File: src/rtl/fpu_share_arbiter.sv
`default_nettype none
// +----------------------------------------------------------------------------+
// | fpu_share_arbiter: round-robin sharing of one multi-cycle FPU core by two   |
// | requesters. Optional macro FPU_TIMEOUT_EN adds a WAIT-state abort timer.     |
// | Revision: 1.0                                                               |
// +----------------------------------------------------------------------------+
module fpu_share_arbiter #(
  parameter int TIMEOUT = 64,
  parameter int CNT_W   = 7
) (
  input  logic        clk,
  input  logic        rst,
  input  logic [1:0]  req_valid,
  input  logic [4:0]  req_op0,
  input  logic [4:0]  req_op1,
  input  logic [31:0] req_a0,
  input  logic [31:0] req_a1,
  input  logic [31:0] req_b0,
  input  logic [31:0] req_b1,
  output logic [1:0]  req_ready,
  output logic [1:0]  rsp_valid,
  output logic [31:0] rsp_data,
  output logic        rsp_err,
  input  logic [1:0]  rsp_ready,
  output logic [7:0]  fpu_opcode,
  output logic [31:0] fpu_x1,
  output logic [31:0] fpu_x2,
  input  logic [31:0] fpu_y,
  input  logic        fpu_out_valid,
  output logic        busy
);

  typedef enum logic [1:0] {
    IDLE  = 2'd0,
    ISSUE = 2'd1,
    WAIT  = 2'd2,
    RESP  = 2'd3
  } state_t;

  if ((2 ** CNT_W) <= TIMEOUT) begin : g_cnt_w_check
    $error("fpu_share_arbiter: CNT_W too narrow to hold TIMEOUT");
  end

  state_t      state_q;
  logic        rr_q;
  logic        owner_q;
  logic [7:0]  opcode_q;
  logic [31:0] x1_q;
  logic [31:0] x2_q;
  logic [31:0] result_q;
`ifdef FPU_TIMEOUT_EN
  logic             err_q;
  logic [CNT_W-1:0] cnt_q;
`endif

  logic [1:0]  grant;
  logic        sel;
  logic [4:0]  sel_op;
  logic [31:0] sel_a;
  logic [31:0] sel_b;
  logic [7:0]  sel_onehot;

  function automatic logic [7:0] map_op(input logic [4:0] op);
    logic [7:0] oh;
    oh = 8'h00;
    case (op)
      5'b10000: oh = 8'h01;
      5'b10001: oh = 8'h02;
      5'b10010: oh = 8'h04;
      5'b10011: oh = 8'h08;
      5'b11011: oh = 8'h10;
      5'b10110: oh = 8'h20;
      5'b10111: oh = 8'h40;
      5'b10101: oh = 8'h80;
      default:  oh = 8'h00;
    endcase
    return oh;
  endfunction

  // Grants only exist in IDLE; rr_q breaks the tie when both requesters are valid.
  always_comb begin
    grant = 2'b00;
    if (state_q == IDLE) begin
      case (req_valid)
        2'b01:   grant = 2'b01;
        2'b10:   grant = 2'b10;
        2'b11:   grant = rr_q ? 2'b10 : 2'b01;
        default: grant = 2'b00;
      endcase
    end
  end

  assign sel        = grant[1];
  assign sel_op     = sel ? req_op1 : req_op0;
  assign sel_a      = sel ? req_a1  : req_a0;
  assign sel_b      = sel ? req_b1  : req_b0;
  assign sel_onehot = map_op(sel_op);

  always_ff @(posedge clk or posedge rst) begin
    if (rst) begin
      state_q  <= IDLE;
      rr_q     <= 1'b0;
      owner_q  <= 1'b0;
      opcode_q <= 8'h00;
      x1_q     <= 32'h0;
      x2_q     <= 32'h0;
      result_q <= 32'h0;
`ifdef FPU_TIMEOUT_EN
      err_q    <= 1'b0;
      cnt_q    <= '0;
`endif
    end else begin
      case (state_q)
        IDLE: begin
          if (grant != 2'b00) begin
            owner_q <= sel;
            if (sel_onehot != 8'h00) begin
              opcode_q <= sel_onehot;
              x1_q     <= sel_a;
              x2_q     <= sel_b;
              state_q  <= ISSUE;
            end else begin
              // Illegal op: answer with zero and never touch the FPU.
              result_q <= 32'h0;
              state_q  <= RESP;
            end
          end
        end
        ISSUE: begin
          opcode_q <= 8'h00;
`ifdef FPU_TIMEOUT_EN
          cnt_q    <= '0;
`endif
          state_q  <= WAIT;
        end
        WAIT: begin
          if (fpu_out_valid) begin
            result_q <= fpu_y;
            state_q  <= RESP;
          end
`ifdef FPU_TIMEOUT_EN
          else if (cnt_q == CNT_W'(TIMEOUT - 1)) begin
            result_q <= 32'hFFFF_FFFF;
            err_q    <= 1'b1;
            state_q  <= RESP;
          end else begin
            cnt_q <= cnt_q + 1'b1;
          end
`endif
        end
        RESP: begin
          if (rsp_ready[owner_q]) begin
            rr_q    <= ~owner_q;
`ifdef FPU_TIMEOUT_EN
            err_q   <= 1'b0;
`endif
            state_q <= IDLE;
          end
        end
        default: state_q <= IDLE;
      endcase
    end
  end

  assign req_ready  = grant;
  assign rsp_valid  = (state_q == RESP) ? (owner_q ? 2'b10 : 2'b01) : 2'b00;
  assign rsp_data   = (state_q == RESP) ? result_q : 32'h0;
`ifdef FPU_TIMEOUT_EN
  assign rsp_err    = (state_q == RESP) && err_q;
`else
  assign rsp_err    = 1'b0;
`endif
  assign fpu_opcode = opcode_q;
  assign fpu_x1     = x1_q;
  assign fpu_x2     = x2_q;
  assign busy       = (state_q != IDLE);

endmodule
`default_nettype wire

File: config.mk
export PLATFORM = sky130hd
export DESIGN_NAME = fpu_share_arbiter
export DESIGN_NICKNAME = d
export VERILOG_FILES = /design/src/rtl/fpu_share_arbiter.sv
export SDC_FILE = /design/constraint.sdc
export NUM_CORES = 1
export LEC_CHECK = 0
export ABC_AREA = 1
export ABC_CLOCK_PERIOD_IN_PS = 4200
export CORE_AREA = 2 2 110 112
export DETAILED_ROUTE_END_ITERATION = 7
export DIE_AREA = 0 0 112 114
export DONT_BUFFER_PORTS = 1
export PLACE_DENSITY = 0.66
export SETUP_SLACK_MARGIN = 0.02
export SYNTH_ARGS = -nofsm -noshare
export SYNTH_HDL_FRONTEND = slang
export SYNTH_SLANG_ARGS = --single-unit
export TNS_END_PERCENT = 100
File: constraint.sdc
create_clock -name clk -period 4.2 [get_ports clk]
set_clock_uncertainty 0.2 [all_clocks]
set_input_delay 0.84 -clock clk [delete_from_list [all_inputs] [get_ports clk]]
set_output_delay 0.84 -clock clk [all_outputs]
set_load 0.005 [all_outputs]
Yosys cells after proc, flatten, opt, wreduce, memory -nomap -nowiden --
Memory sizes are Yosys's and may differ from the RTL's. Cells that the tools add are included.
Cells by class: bitwise gates (word level) 1, reduce and logical (&&, ||, !) cells 12, equal/unequal tests 11, multiplexer cells 23, magnitude comparators 1
Operators by type and width (count):
- 32-bit two-way mux | 6
- 32-bit case mux with 2 select lines | 1
- 2-bit two-way mux | 8
- 8-bit two-way mux | 2
- 8-bit case mux with 2 select lines | 1
- 3-bit AND reduction | 3
- 2-bit == test, second input constant | 4
- 2-bit case mux with 4 select lines | 1
- 2-bit nonzero test | 4
- 8-bit nonzero test | 1
- 2-bit inequality test, second input constant | 3
- 2-bit case mux with 3 select lines | 1
- 5-bit two-way mux | 1
- 2-bit by 1-bit == test with 1-bit output, second input constant | 2
- 2-bit by 1-bit inequality test with 1-bit output, second input constant | 2
- 2-bit AND reduction | 2
- 4-bit AND reduction | 1
- 2-bit logical NOT | 1
- 1-bit by 2-bit less-than comparator with 1-bit output, second input constant | 1
- 1-bit two-way mux | 2
- 1-bit NOT | 1
Word-level totals: word-level logic and storage cells 56, bits of input ports 177, memories 1, ROM bits 256, register bits after elaboration 108, output and inout port bits 110
Memory list:
- (no name shown) | depth 32, bits a word 8, rd ports 1, clocked after memory_dff 0, wr ports 0, RTL line 66 | case (op)

Depth between registers and ports, before layout --
Gate-level depths: netlist of the first run. An unclocked memory read counts as a cell.
depth in word-level cells 9, mapped depth 17, depth with buffers taken out 15

Worst setup path after synthesis of the first run --
OpenSTA, ideal clock, no wires.
path kind input port to flip-flop, from in req_valid[0], to reg x2_q[0], in the netlist fpu_x2[0], arrival time 2.106 ns, path buffers 3, required time 3.878 ns, library setup time 0.122 ns, stages on the path 14, setup slack 1.773 ns, cells stage by stage nand2_1 nand2_2 buf_4 nand2_1 nand2_1 inv_1 nor2_1 nand2_1 nand2_2 nand2_2 buf_4 buf_6 nand2_1 o21ai_2
On the way: longest elaborated chain between the ends 7, elaborated cells on any way between the ends 11, those cells by class eq/ne: 3; mux: 4; reduce/logical: 3; memory: 1
Ends and longest elaborated chain:
- start: declaration | RTL line 13 | input logic [1:0] req_valid,
- 2-bit == test or 2-bit by 1-bit == test with 1-bit output (tied branches) | RTL line 84 | case (req_valid)
- 2-bit case mux with 3 select lines * | RTL line 84
- 2-bit two-way mux * | RTL line 83 | if (state_q == IDLE) begin
- 5-bit two-way mux | RTL line 94 | assign sel_op = sel ? req_op1 : req_op0;
- memory read 32 x 8 bit
- 8-bit nonzero test | RTL line 117 | if (sel_onehot != 8'h00) begin
- 3-bit AND reduction (no source line)
- end signal: assignment | RTL line 120 | x2_q <= sel_b;
- end: declaration | RTL line 49 | logic [31:0] x2_q;
Every way passes the cells marked *; elsewhere a longest branch is shown, timed or not. A chain may end at the register's enable or synchronous reset.

Worst setup path in the final report of the first run --
from reg state_q[0], to reg result_q[20]
On the way: longest elaborated chain between the ends 7, elaborated cells on any way between the ends 13, those cells by class eq/ne: 4; mux: 3; reduce/logical: 5; memory: 1
Ends and longest elaborated chain:
- start: declaration | RTL line 44 | state_t state_q;
- start signal: assignment | RTL line 101 | state_q <= IDLE;
- start signal: assignment | RTL line 121 | state_q <= ISSUE;
- start signal: assignment | RTL line 125 | state_q <= RESP;
- 2-bit logical NOT | RTL line 83, 113
- 2-bit two-way mux | RTL line 83
- 5-bit two-way mux | RTL line 94
- memory read 32 x 8 bit
- 8-bit nonzero test | RTL line 117
- 2-bit inequality test (no source line)
- 4-bit AND reduction (no source line)
- end signal: assignment | RTL line 138 | result_q <= fpu_y;
- end: declaration | RTL line 50 | logic [31:0] result_q;
Several ways; a longest one is shown, not always the timed one.

==> run metrics, run 1 <==
Worst R2R End result_q[20]$_DFFE_PP0P_; Top Usage Layer GRT met2; final setup violation count 0; syn nets between 800 and 900; clock-pin transition on the worst setup and hold timing paths roughly 0.070 ns; Fmax 299 MHz; CTS tree done; FP Rows 40; maximum VDD drop approximately 0.00036 V; drt via density 5.27; DR iter-0 viols ~280; Register Area ~2700 sq um; Power per Cell Area ~680 nW/um^2; starting density of the core 0.502; most common cell after layout, fill and taps aside nand2_1; Setup crit end result_q[20]$_DFFE_PP0P_; Post-CTS Hold Buffers 0; PnR worst setup slack approximately 0.85 ns; Gate power share 0.377; clk_lat worst skew ~0.34 ns; Area growth syn-to-layout 5.13%; critical path type flip-flop to flip-flop; crit path launch type flip-flop; Die H ~110 microns; Die X 112 microns; Distinct cells, synth 25; initial antenna violation count 3; Global Route met3 Usage 0.0638; Hold Violations, Final 0; Most common cell on crit path nand2_1; reg2reg path depth 13; worst path arrival time ~3.4 ns; Critical Path Start state_q[0]$_DFFE_PP0P_; most frequent cells in the layout 231 x nand2_1, 108 x dfrtp_1, 85 x inv_1; CP max FO 33; H-tree depth 3; met1 Use GR 0.270; Seq pwr share 0.420; Clk pwr share 0.203; postcts setup bufs 0; leak pwr 3.82 nW; Netlist Area Pre-Place ~6000 sq um; Sink Count between 100 and 150; 1st-pass router iterations 4; Area contributors post-synth dfrtp_1 46%, nand2_1 15%, mux2i_1 11%, o21ai_2 9.5%, inv_1 5.5%; Yosys reg bits about 110; outcome complete, no violations; sequential share of the synthesized area 0.460; Net Sw Power roughly 1.7 mW; WL per Instance 16.9 microns; post-synth top area cell dfrtp_1; Pwr Total 4.18 mW; WP data required roughly 4.2 ns; CORE AREA roughly 12,000 sq um; Crit. End Element flip-flop; Post-Syn Instances ~680; via count around 4,300; Area after DPL 5880 sq um; GP Congestion between 0.8 and 0.9; met2 usage 0.352; yosys warns 0; Reg2Reg Setup Slack 0.85 ns; first-pass GRT wire length 21.6 mm; cts bufs inserted 9; average size of a mapped cell around 8.6 sq um; Rel. slew slack 0.412; post-layout instance area slightly above 6000 sq um; Final #Nets ~850; Slew Limit Fails 0; Die Footprint 12,800 sq um; hpwl dp 10.5 mm; vias in the first global route 4,041; CTS Buffer Depth 2; CTS root buf clkbuf_16; Fin Setup TNS 0 ns; minimum clock period after layout 3.35 ns; Hold/Removal Path Class input port to asynchronous set/reset pin; Place WS about 0.76 ns; Filler Cell Count ~1,100; internal power 2.47 mW; global route total overflow 0; Worst-Margin Slew just under 0.9 ns; reg-to-reg startpoint state_q[0]$_DFFE_PP0P_; slowest CP cell nand2_2; worst path cell trace inv_1, ha_1, nand2_1, inv_2, nand2_4, o21ai_1, nand3_1, nand2_1, nand2_2, nand2_2, nand2_2, nand2_1, nand2_1; Port Buffers 0; gr usage total 0.214; post-route ant nets 0; switch share 0.409; post-CTS sizing 0; DRC viols 0; Largest stage delay, worst path a little over 0.5 ns; Tcrit/Tclk final 0.797; RSZ-0062 raised after global routing no; Max Cap Violations 0; top cell type's share of synthesized area 0.460; largest net degree at the start of global routing 81; layout cell share with drive strength beyond 1 0.147; Multi-input gate area 2580 sq um; final WL 13.8 mm; IO Count ~290
cell usage after synthesis:
cell type and instances:
o21ai_2 64, ha_1 5, conb_1 1, nand3_1 47, buf_6 14, inv_2 2
nand2_2 7, nand2_1 231, a211oi_1 1, buf_2 11, nor2_1 8, buf_4 5
dfrtp_1 108, clkbuf_1 11, nor3_1 4, a21oi_1 2, inv_1 86, o21ai_1 3
o21a_1 1, o22ai_1 1, o21ai_0 5, nor2_2 1, mux2i_1 64, nand3b_1 1
nand4_1 1
flip-flops by register name (all words and copies together), names as in the netlist:
name,cells
owner_q,1
fpu_x2,32
result_q,32
fpu_x1,32
fpu_opcode,8
rr_q,1
state_q,2
critical path, delay by kind of cell, from the launching register on:
family	cells	cell delay (ns)
compound gates	1	0.31
fa+ha+maj	1	0.24
buf+inv	2	0.25
flops	1	0.41
simple gates	9	1.80
metal layers:
metal | share of wire | up-vias
met1 | 0.41 | 2009
met2 | 0.49 | 183
li1 | - | 2103
met5 | 0 | -
met3 | 0.086 | 15
met4 | 0.017 | 0
kinds of logic (layout without fill, tap and decap cells):
group           count (synthesis)  in the layout  synth area share
simple gates                  300            300             0.207
other cells                     1              4          0.000638
fa+ha+maj                       5              5            0.0106
flops                         108            108             0.460
mux                            64             64             0.109
compound gates                 77             77             0.107
buf+inv                       129            113             0.106
per-stage QoR:
| stage | hold WS (ns) | std cells | utilization |
|---|---|---|---|
| 2_1_floorplan | 0.242 | 684 | - |
| 3_3_place_gp | 0.255 | 799 | 0.502 |
| 3_5_place_dp | 0.260 | 799 | 0.502 |
| 4_1_cts | 0.265 | 815 | 0.527 |
| 5_1_grt | 0.277 | 815 | 0.527 |
| 6_report | 0.245 | 818 | 0.528 |
area by class of cell:
class | instances | area share
clock inverter | 3 | 0.00749
antenna | 3 | 0.00121
tap | 147 | 0.0298
clock buffer | 13 | 0.0405
multi-input combinational | 447 | 0.417
inverter | 88 | 0.0538
sequential | 108 | 0.437
timing repair buffer | 9 | 0.0130
worst min path at each step:
stage / slack [ns] / depth (start not counted) / to / start
2_1_floorplan: 0.24 / 2 / result_q[0]$_DFFE_PP0P_ / result_q[0]$_DFFE_PP0P_
3_3_place_gp: 0.25 / 2 / result_q[30]$_DFFE_PP0P_ / result_q[30]$_DFFE_PP0P_
3_5_place_dp: 0.26 / 2 / result_q[18]$_DFFE_PP0P_ / result_q[18]$_DFFE_PP0P_
4_1_cts: 0.27 / 1 / result_q[17]$_DFFE_PP0P_ / rst
5_1_grt: 0.28 / 1 / result_q[23]$_DFFE_PP0P_ / rst
6_report: 0.25 / 1 / result_q[23]$_DFFE_PP0P_ / rst
power by group through the flow:
stage	clock [mW]	sequential (mW)	combinational, mW
after detailed placement	0	1.77	1.61
after global placement	0	1.77	1.54
after global routing	0.918	1.80	1.81
final	0.849	1.75	1.58
after floorplan	0	1.67	1.39
after CTS	0.873	1.76	1.60
Note: power is estimated with default switching activity, not from simulation.
==> run 2: changes to the inputs <==
--- a/config.mk
+++ b/config.mk
@@ -6,7 +6,7 @@
 export NUM_CORES = 1
 export LEC_CHECK = 0
 export ABC_AREA = 1
-export ABC_CLOCK_PERIOD_IN_PS = 4200
+export ABC_CLOCK_PERIOD_IN_PS = 3500
 export CORE_AREA = 2 2 110 112
 export DETAILED_ROUTE_END_ITERATION = 7
 export DIE_AREA = 0 0 112 114
==> constraint.sdc (replaced) <==
create_clock -name clk -period 3.5 [get_ports clk]
set_clock_uncertainty 0.2 [all_clocks]
set_input_delay 0.7 -clock clk [delete_from_list [all_inputs] [get_ports clk]]
set_output_delay 0.7 -clock clk [all_outputs]
set_load 0.005 [all_outputs]
==> run 2 against run 1 <==
  * Flip-flop and latch count is the same
  * Register-to-register slack worse by 0.32 ns
  * Final cell count unchanged
  * Fmax up 13%
  * Critical path type unchanged
  * Highest routed layer unchanged
==> run metrics, run 2 (synthesis gave the netlist of run 1 again) <==
starting density of the core 0.502 (unchanged); DRC viols 0 (unchanged); internal power 2.91 mW (+18%); 1st-pass router iterations 4 (unchanged); critical path type flip-flop to flip-flop; leak pwr 3.84 nW (+0.51%); Die H 114 microns (unchanged); switch share 0.417 (+0.00836); CP max FO 64 (+94%); Clk pwr share 0.191 (-0.012); CTS root buf clkbuf_16; outcome complete, no violations; final setup violation count 0 (unchanged); Area growth syn-to-layout 5.41%; initial antenna violation count 1 (-2); Pwr Total 4.99 mW (+19%); Worst-Margin Slew 0.916 ns (+0.0349 ns); global route total overflow 0 (unchanged); FP Rows 40 (unchanged); Rel. slew slack 0.389 (-0.0233); hpwl dp 10.2 mm (-3.0%); postcts setup bufs 0 (unchanged); Hold Violations, Final 0 (unchanged); WP data required 3.57 ns (-0.66 ns); gr usage total 0.210 (-0.00379); H-tree depth 3 (unchanged); Most common cell on crit path nand2_1; WL per Instance 16.8 microns (-0.88%); clock-pin transition on the worst setup and hold timing paths 0.07 ns (about the same); CORE AREA 11,700 sq um (unchanged); Fmax 337 MHz (+13%); Reg2Reg Setup Slack 0.53 ns (-0.32 ns); DR iter-0 viols 242 (-14%); final WL 13.7 mm (-0.88%); Final #Nets 847 (+0.24%); CTS Buffer Depth 2 (unchanged); Power per Cell Area 805 nW/um^2 (+19%); Tcrit/Tclk final 0.848 (+0.0508); GP Congestion 0.815 (-4.6%); clk_lat worst skew 0.34 ns (about the same); most common cell after layout, fill and taps aside nand2_1; Layout Cells excl Fill 818 (unchanged); Gate power share 0.389 (+0.012); post-route ant nets 0 (unchanged); Layout Utilization 0.529 (+0.00139); Sink Count 108 (unchanged); Slew Limit Fails 0 (unchanged); Die X 112 microns (unchanged); Max Cap Violations 0 (unchanged); largest net degree at the start of global routing 109 (+35%); slowest CP cell dfrtp_1; Fin Setup TNS 0 ns (unchanged); minimum clock period after layout 2.97 ns (-0.380 ns); IO Count 287 (unchanged); worst path cell trace inv_1, ha_1, nand2_1, inv_2, nand2_4, o21ai_1, nand3_1, nand2_1, nand2_2, nand2_8, buf_12, nand2_1, o21ai_2; worst path arrival time 3.04 ns (-0.33 ns); Largest stage delay, worst path 0.41 ns (-0.10 ns); crit path launch type flip-flop; Seq pwr share 0.420 (about the same); cts bufs inserted 9 (unchanged); drt via density 5.27 (about the same); CTS tree done; Post-CTS Hold Buffers 0 (unchanged); first-pass GRT wire length 21.2 mm (-1.8%); Net Sw Power 2.08 mW (+22%); maximum VDD drop 0.000361 V (+0.58%); Die Footprint 12,800 sq um (unchanged); Port Buffers 0 (unchanged); via count 4,307 (-0.070%); most frequent cells in the layout 231 x nand2_1, 108 x dfrtp_1, 85 x inv_1; RSZ-0062 raised after global routing no; layout cell share with drive strength beyond 1 0.154 (+0.00702); post-CTS sizing 0 (unchanged); Hold/Removal Path Class input port to asynchronous set/reset pin; vias in the first global route 4,151 (+2.7%); Crit. End Element flip-flop; Cells after DPL 801 (+0.25%)
-- run 2: changes by cell type in the layout (fill, tap and decap cells not counted), sizes merged --
cell,previous run,this run
inv,88,89
clkinv,1,4
buf,9,11
bufinv,1,0
clkbuf,13,10
diode,3,1
-- run 2: layout make-up --
cell class                 instances  area (sq um)
sequential                       108          2700
inverter                          88           334
tap                              147           184
antenna                            1          2.50
fill                            1081          5510
timing repair buffer              11           120
clock inverter                     6          37.5
multi-input combinational        447          2580
clock buffer                      10           239
-- run 2: power by group through the flow --
stage          Combinational [mW]  Sequential, mW  Clock (mW)
3_5_place_dp                 1.96            2.12           0
2_1_floorplan                1.67            2.00           0
4_1_cts                      1.97            2.10       0.983
3_3_place_gp                 1.87            2.11           0
5_1_grt                      2.21            2.15        1.02
6_report                     1.94            2.09       0.955
-- run 2: worst paths after layout --
check	start	to	cells after the start
min in group clk	result_q[29]$_DFFE_PP0P_	result_q[29]$_DFFE_PP0P_	2
setup reg to reg	state_q[0]$_DFFE_PP0P_	fpu_x1[8]$_DFFE_PP0P_	13
hold / removal	rst	result_q[27]$_DFFE_PP0P_	2
setup / recovery	state_q[0]$_DFFE_PP0P_	fpu_x1[8]$_DFFE_PP0P_	13
hold reg to reg	result_q[29]$_DFFE_PP0P_	result_q[29]$_DFFE_PP0P_	2
max in group asynchronous	rst	state_q[1]$_DFFE_PP0P_	2
-- run 2: critical path: cells and delay by family, from the launching register on --
family / cells / cell delay (ns)
compound gates: 2 / 0.40
fa+ha+maj: 1 / 0.22
buf+inv: 3 / 0.53
flops: 1 / 0.41
simple gates: 7 / 1.06
-- run 2: layer usage --
layer  GRT usage  wire (microns)  up-vias
met5           0               0        -
met3      0.0654            1170       29
met1       0.238            5230     1989
li1            -               -     2104
met2       0.361            6830      185
met4       0.103             478        0
-- run 2: per-stage QoR --
stage	setup slack [ns]	cell area [sq um]	hold slack, ns
CTS	0.554	6190	0.219
detailed placement	0.600	5920	0.259
global route	0.228	6200	0.234
finish	0.533	6200	0.189
global placement	0.710	5920	0.254
floorplan	1.21	5880	0.242
==> run 3: changes to the inputs <==
--- a/config.mk
+++ b/config.mk
@@ -6,12 +6,12 @@
 export NUM_CORES = 1
 export LEC_CHECK = 0
 export ABC_AREA = 1
-export ABC_CLOCK_PERIOD_IN_PS = 3500
+export ABC_CLOCK_PERIOD_IN_PS = 2400
 export CORE_AREA = 2 2 110 112
 export DETAILED_ROUTE_END_ITERATION = 7
 export DIE_AREA = 0 0 112 114
 export DONT_BUFFER_PORTS = 1
-export PLACE_DENSITY = 0.66
+export PLACE_DENSITY = 0.68
 export SETUP_SLACK_MARGIN = 0.02
 export SYNTH_ARGS = -nofsm -noshare
 export SYNTH_HDL_FRONTEND = slang
==> constraint.sdc (replaced) <==
create_clock -name clk -period 2.4 [get_ports clk]
set_clock_uncertainty 0.2 [all_clocks]
set_input_delay 0.48 -clock clk [delete_from_list [all_inputs] [get_ports clk]]
set_output_delay 0.48 -clock clk [all_outputs]
set_load 0.005 [all_outputs]
==> run 3 against run 2 <==
  * Flip-flop and latch count unchanged
  * Register-to-register slack got worse by 0.44 ns
  * Wire length increased by 12%
  * First-iteration DRC count increased by 4.5%
  * Die area unchanged
  * Global-route usage decreased by 0.055 points
  * Sequential power increased by 47%
  * Final cell count increased by 4.3%
  * Combinational power increased by 90%
  * Core utilization increased by 5.7 points
  * Worst hold slack got worse by 0.086 ns
  * Critical path type unchanged
==> run metrics, run 3 (synthesis gave the netlist of run 1 again) <==
leak pwr 4.13 nW (+7.7%); Area growth syn-to-layout 16.8%; WL per Instance 18.0 microns (+7.2%); CTS tree done; reg2reg path depth 15 (+2); CP Buf/Inv Count 4 (+1); DRC viols 0 (unchanged); reg-to-reg startpoint state_q[0]$_DFFE_PP0P_; crit path launch type flip-flop; Rel. slew slack 0.608 (+0.219); Hold Violations, Final 0 (unchanged); final WL 15.3 mm (+12%); CP max FO 8 (-88%); Worst Min Path Start rsp_ready[0]; FP Rows 40 (unchanged); Filler Cell Count 1,021 (-5.6%); drt via density 5.38 (+2.2%); DR iter-0 viols 253 (+4.5%); Die Footprint 12,800 sq um (unchanged); layout cell share with drive strength beyond 1 0.208 (+0.0545); Crit. End Element flip-flop; Register Area 2700 sq um (unchanged); gr usage total 0.209 (-0.000553); CORE AREA 11,700 sq um (unchanged); Cells after DPL 814 (+1.6%); CTS Buffer Depth 2 (unchanged); most frequent cells in the layout 228 x nand2_1, 108 x dfrtp_1, 83 x inv_1; Reg2Reg Setup Slack 0.09 ns (-0.44 ns); Hold/Removal Path Class input port to flip-flop; clock-pin transition on the worst setup and hold timing paths 0.07 ns (about the same); worst path arrival time 2.34 ns (-0.70 ns); Worst-Margin Slew 0.587 ns (-0.329 ns); RSZ-0062 raised after global routing yes; maximum VDD drop 0.000791 V (+120%); cts bufs inserted 9 (unchanged); Most common cell on crit path nand2_8; Slew Limit Fails 0 (unchanged); most common cell after layout, fill and taps aside nand2_1; Die X 112 microns (unchanged); critical path type flip-flop to flip-flop; IO Count 287 (unchanged); final setup violation count 0 (unchanged); slowest CP cell dfrtp_1; Final #Nets 883 (+4.3%); critical path's top delay family simple AND/OR/NAND/NOR gates; largest net degree at the start of global routing 109 (unchanged); H-tree depth 3 (unchanged); Die H 114 microns (unchanged); Fmax 433 MHz (+29%); Place WS 0.0228 ns (-0.577 ns); 1st-pass router iterations 4 (unchanged); Worst R2R End fpu_x2[12]$_DFFE_PP0P_; first-pass GRT wire length 21.3 mm (+0.39%); hpwl dp 10.3 mm (+1.1%); vias in the first global route 4,242 (+2.2%); Multi-input gate area 2720 sq um (+5.7%); diode count 0 (-1); hold path cells 2; via count 4,588 (+6.5%); post-layout instance area 6870 sq um (+11%); worst path cell trace inv_2, ha_4, nand2_2, inv_4, nand2_8, buf_6, nand2_1, o21ai_1, nor2_2, nand2_2, nand2_8, nand2_8, clkbuf_16, nand2_1, o21ai_2; worst hold slack 0.103 ns (-0.0858 ns); global route total overflow 0 (unchanged); outcome complete, no violations; Port Buffers 0 (unchanged); post-route ant nets 0 (unchanged); Worst Hold End rr_q$_DFFE_PP0P_; initial antenna violation count 0 (-1); PnR worst setup slack 0.0927 ns (-0.440 ns); Power per Cell Area 1210 nW/um^2 (+50%); Layout Cells excl Fill 853 (+4.3%); Area after DPL 6080 sq um (+2.7%); CTS root buf clkbuf_16; Largest stage delay, worst path 0.39 ns (-0.02 ns); Max Cap Violations 0 (unchanged); minimum clock period after layout 2.31 ns (-0.660 ns); Critical Path Start state_q[0]$_DFFE_PP0P_; GP Congestion 0.842 (+3.2%); Tcrit/Tclk final 0.961 (+0.114); clk_lat worst skew 0.35 ns (about the same); WP data required 2.44 ns (-1.13 ns); Sink Count 108 (unchanged); starting density of the core 0.502 (unchanged)
[run 3: power breakdown]
| group | switching [mW] | total, mW | internal [mW] | leakage, nW |
|---|---|---|---|---|
| clock | 0.678 | 1.52 | 0.843 | 0.146 |
| combinational | 2.14 | 3.69 | 1.55 | 2.59 |
| sequential | 0.555 | 3.07 | 2.52 | 1.39 |
[run 3: final cells by class]
| type | count | share of cell area |
|---|---|---|
| clock buffer | 11 | 0.0353 |
| clock inverter | 5 | 0.00874 |
| inverter | 88 | 0.0490 |
| multi-input combinational | 449 | 0.397 |
| sequential | 108 | 0.394 |
| tap | 147 | 0.0268 |
| timing repair buffer | 45 | 0.0900 |
[run 3: per-layer routing]
layer  global-route usage  up-vias  part of all wire  routed length (microns)
met5                    0        -                 0                        0
met4               0.0797        0             0.022                      337
met3               0.0670       26             0.074                     1130
met2                0.363      211              0.52                     7980
met1                0.243     2163              0.38                     5870
li1                     -     2188                 -                        -
[run 3: timing repair]
item | CTS | global route
setup endpoints to repair | 14 | 103
hold endpoints to repair | 24 | 0
buffers inserted | 0 | 10
cloned | 0 | 12
resized for setup | 1 | 33
hold buffers | 1 | 0
pin swaps | 0 | 7
[run 3: how the worst max path moves through the flow]
stage,endpoint,depth (start not counted)
floorplan,fpu_x2[0]$_DFFE_PP0P_,16
global placement,fpu_x1[12]$_DFFE_PP0P_,13
detailed placement,fpu_x1[13]$_DFFE_PP0P_,13
CTS,fpu_x1[19]$_DFFE_PP0P_,15
global route,fpu_x2[12]$_DFFE_PP0P_,15
finish,fpu_x2[12]$_DFFE_PP0P_,15
[run 3: stage by stage]
step | setup TNS (ns) | power [mW] | util
floorplan | 0 | 5.36 | -
global placement | 0 | 6.01 | 0.519
detailed placement | 0 | 6.15 | 0.519
CTS | 0 | 7.68 | 0.546
global route | -1.46 | 8.84 | 0.586
finish | 0 | 8.28 | 0.586
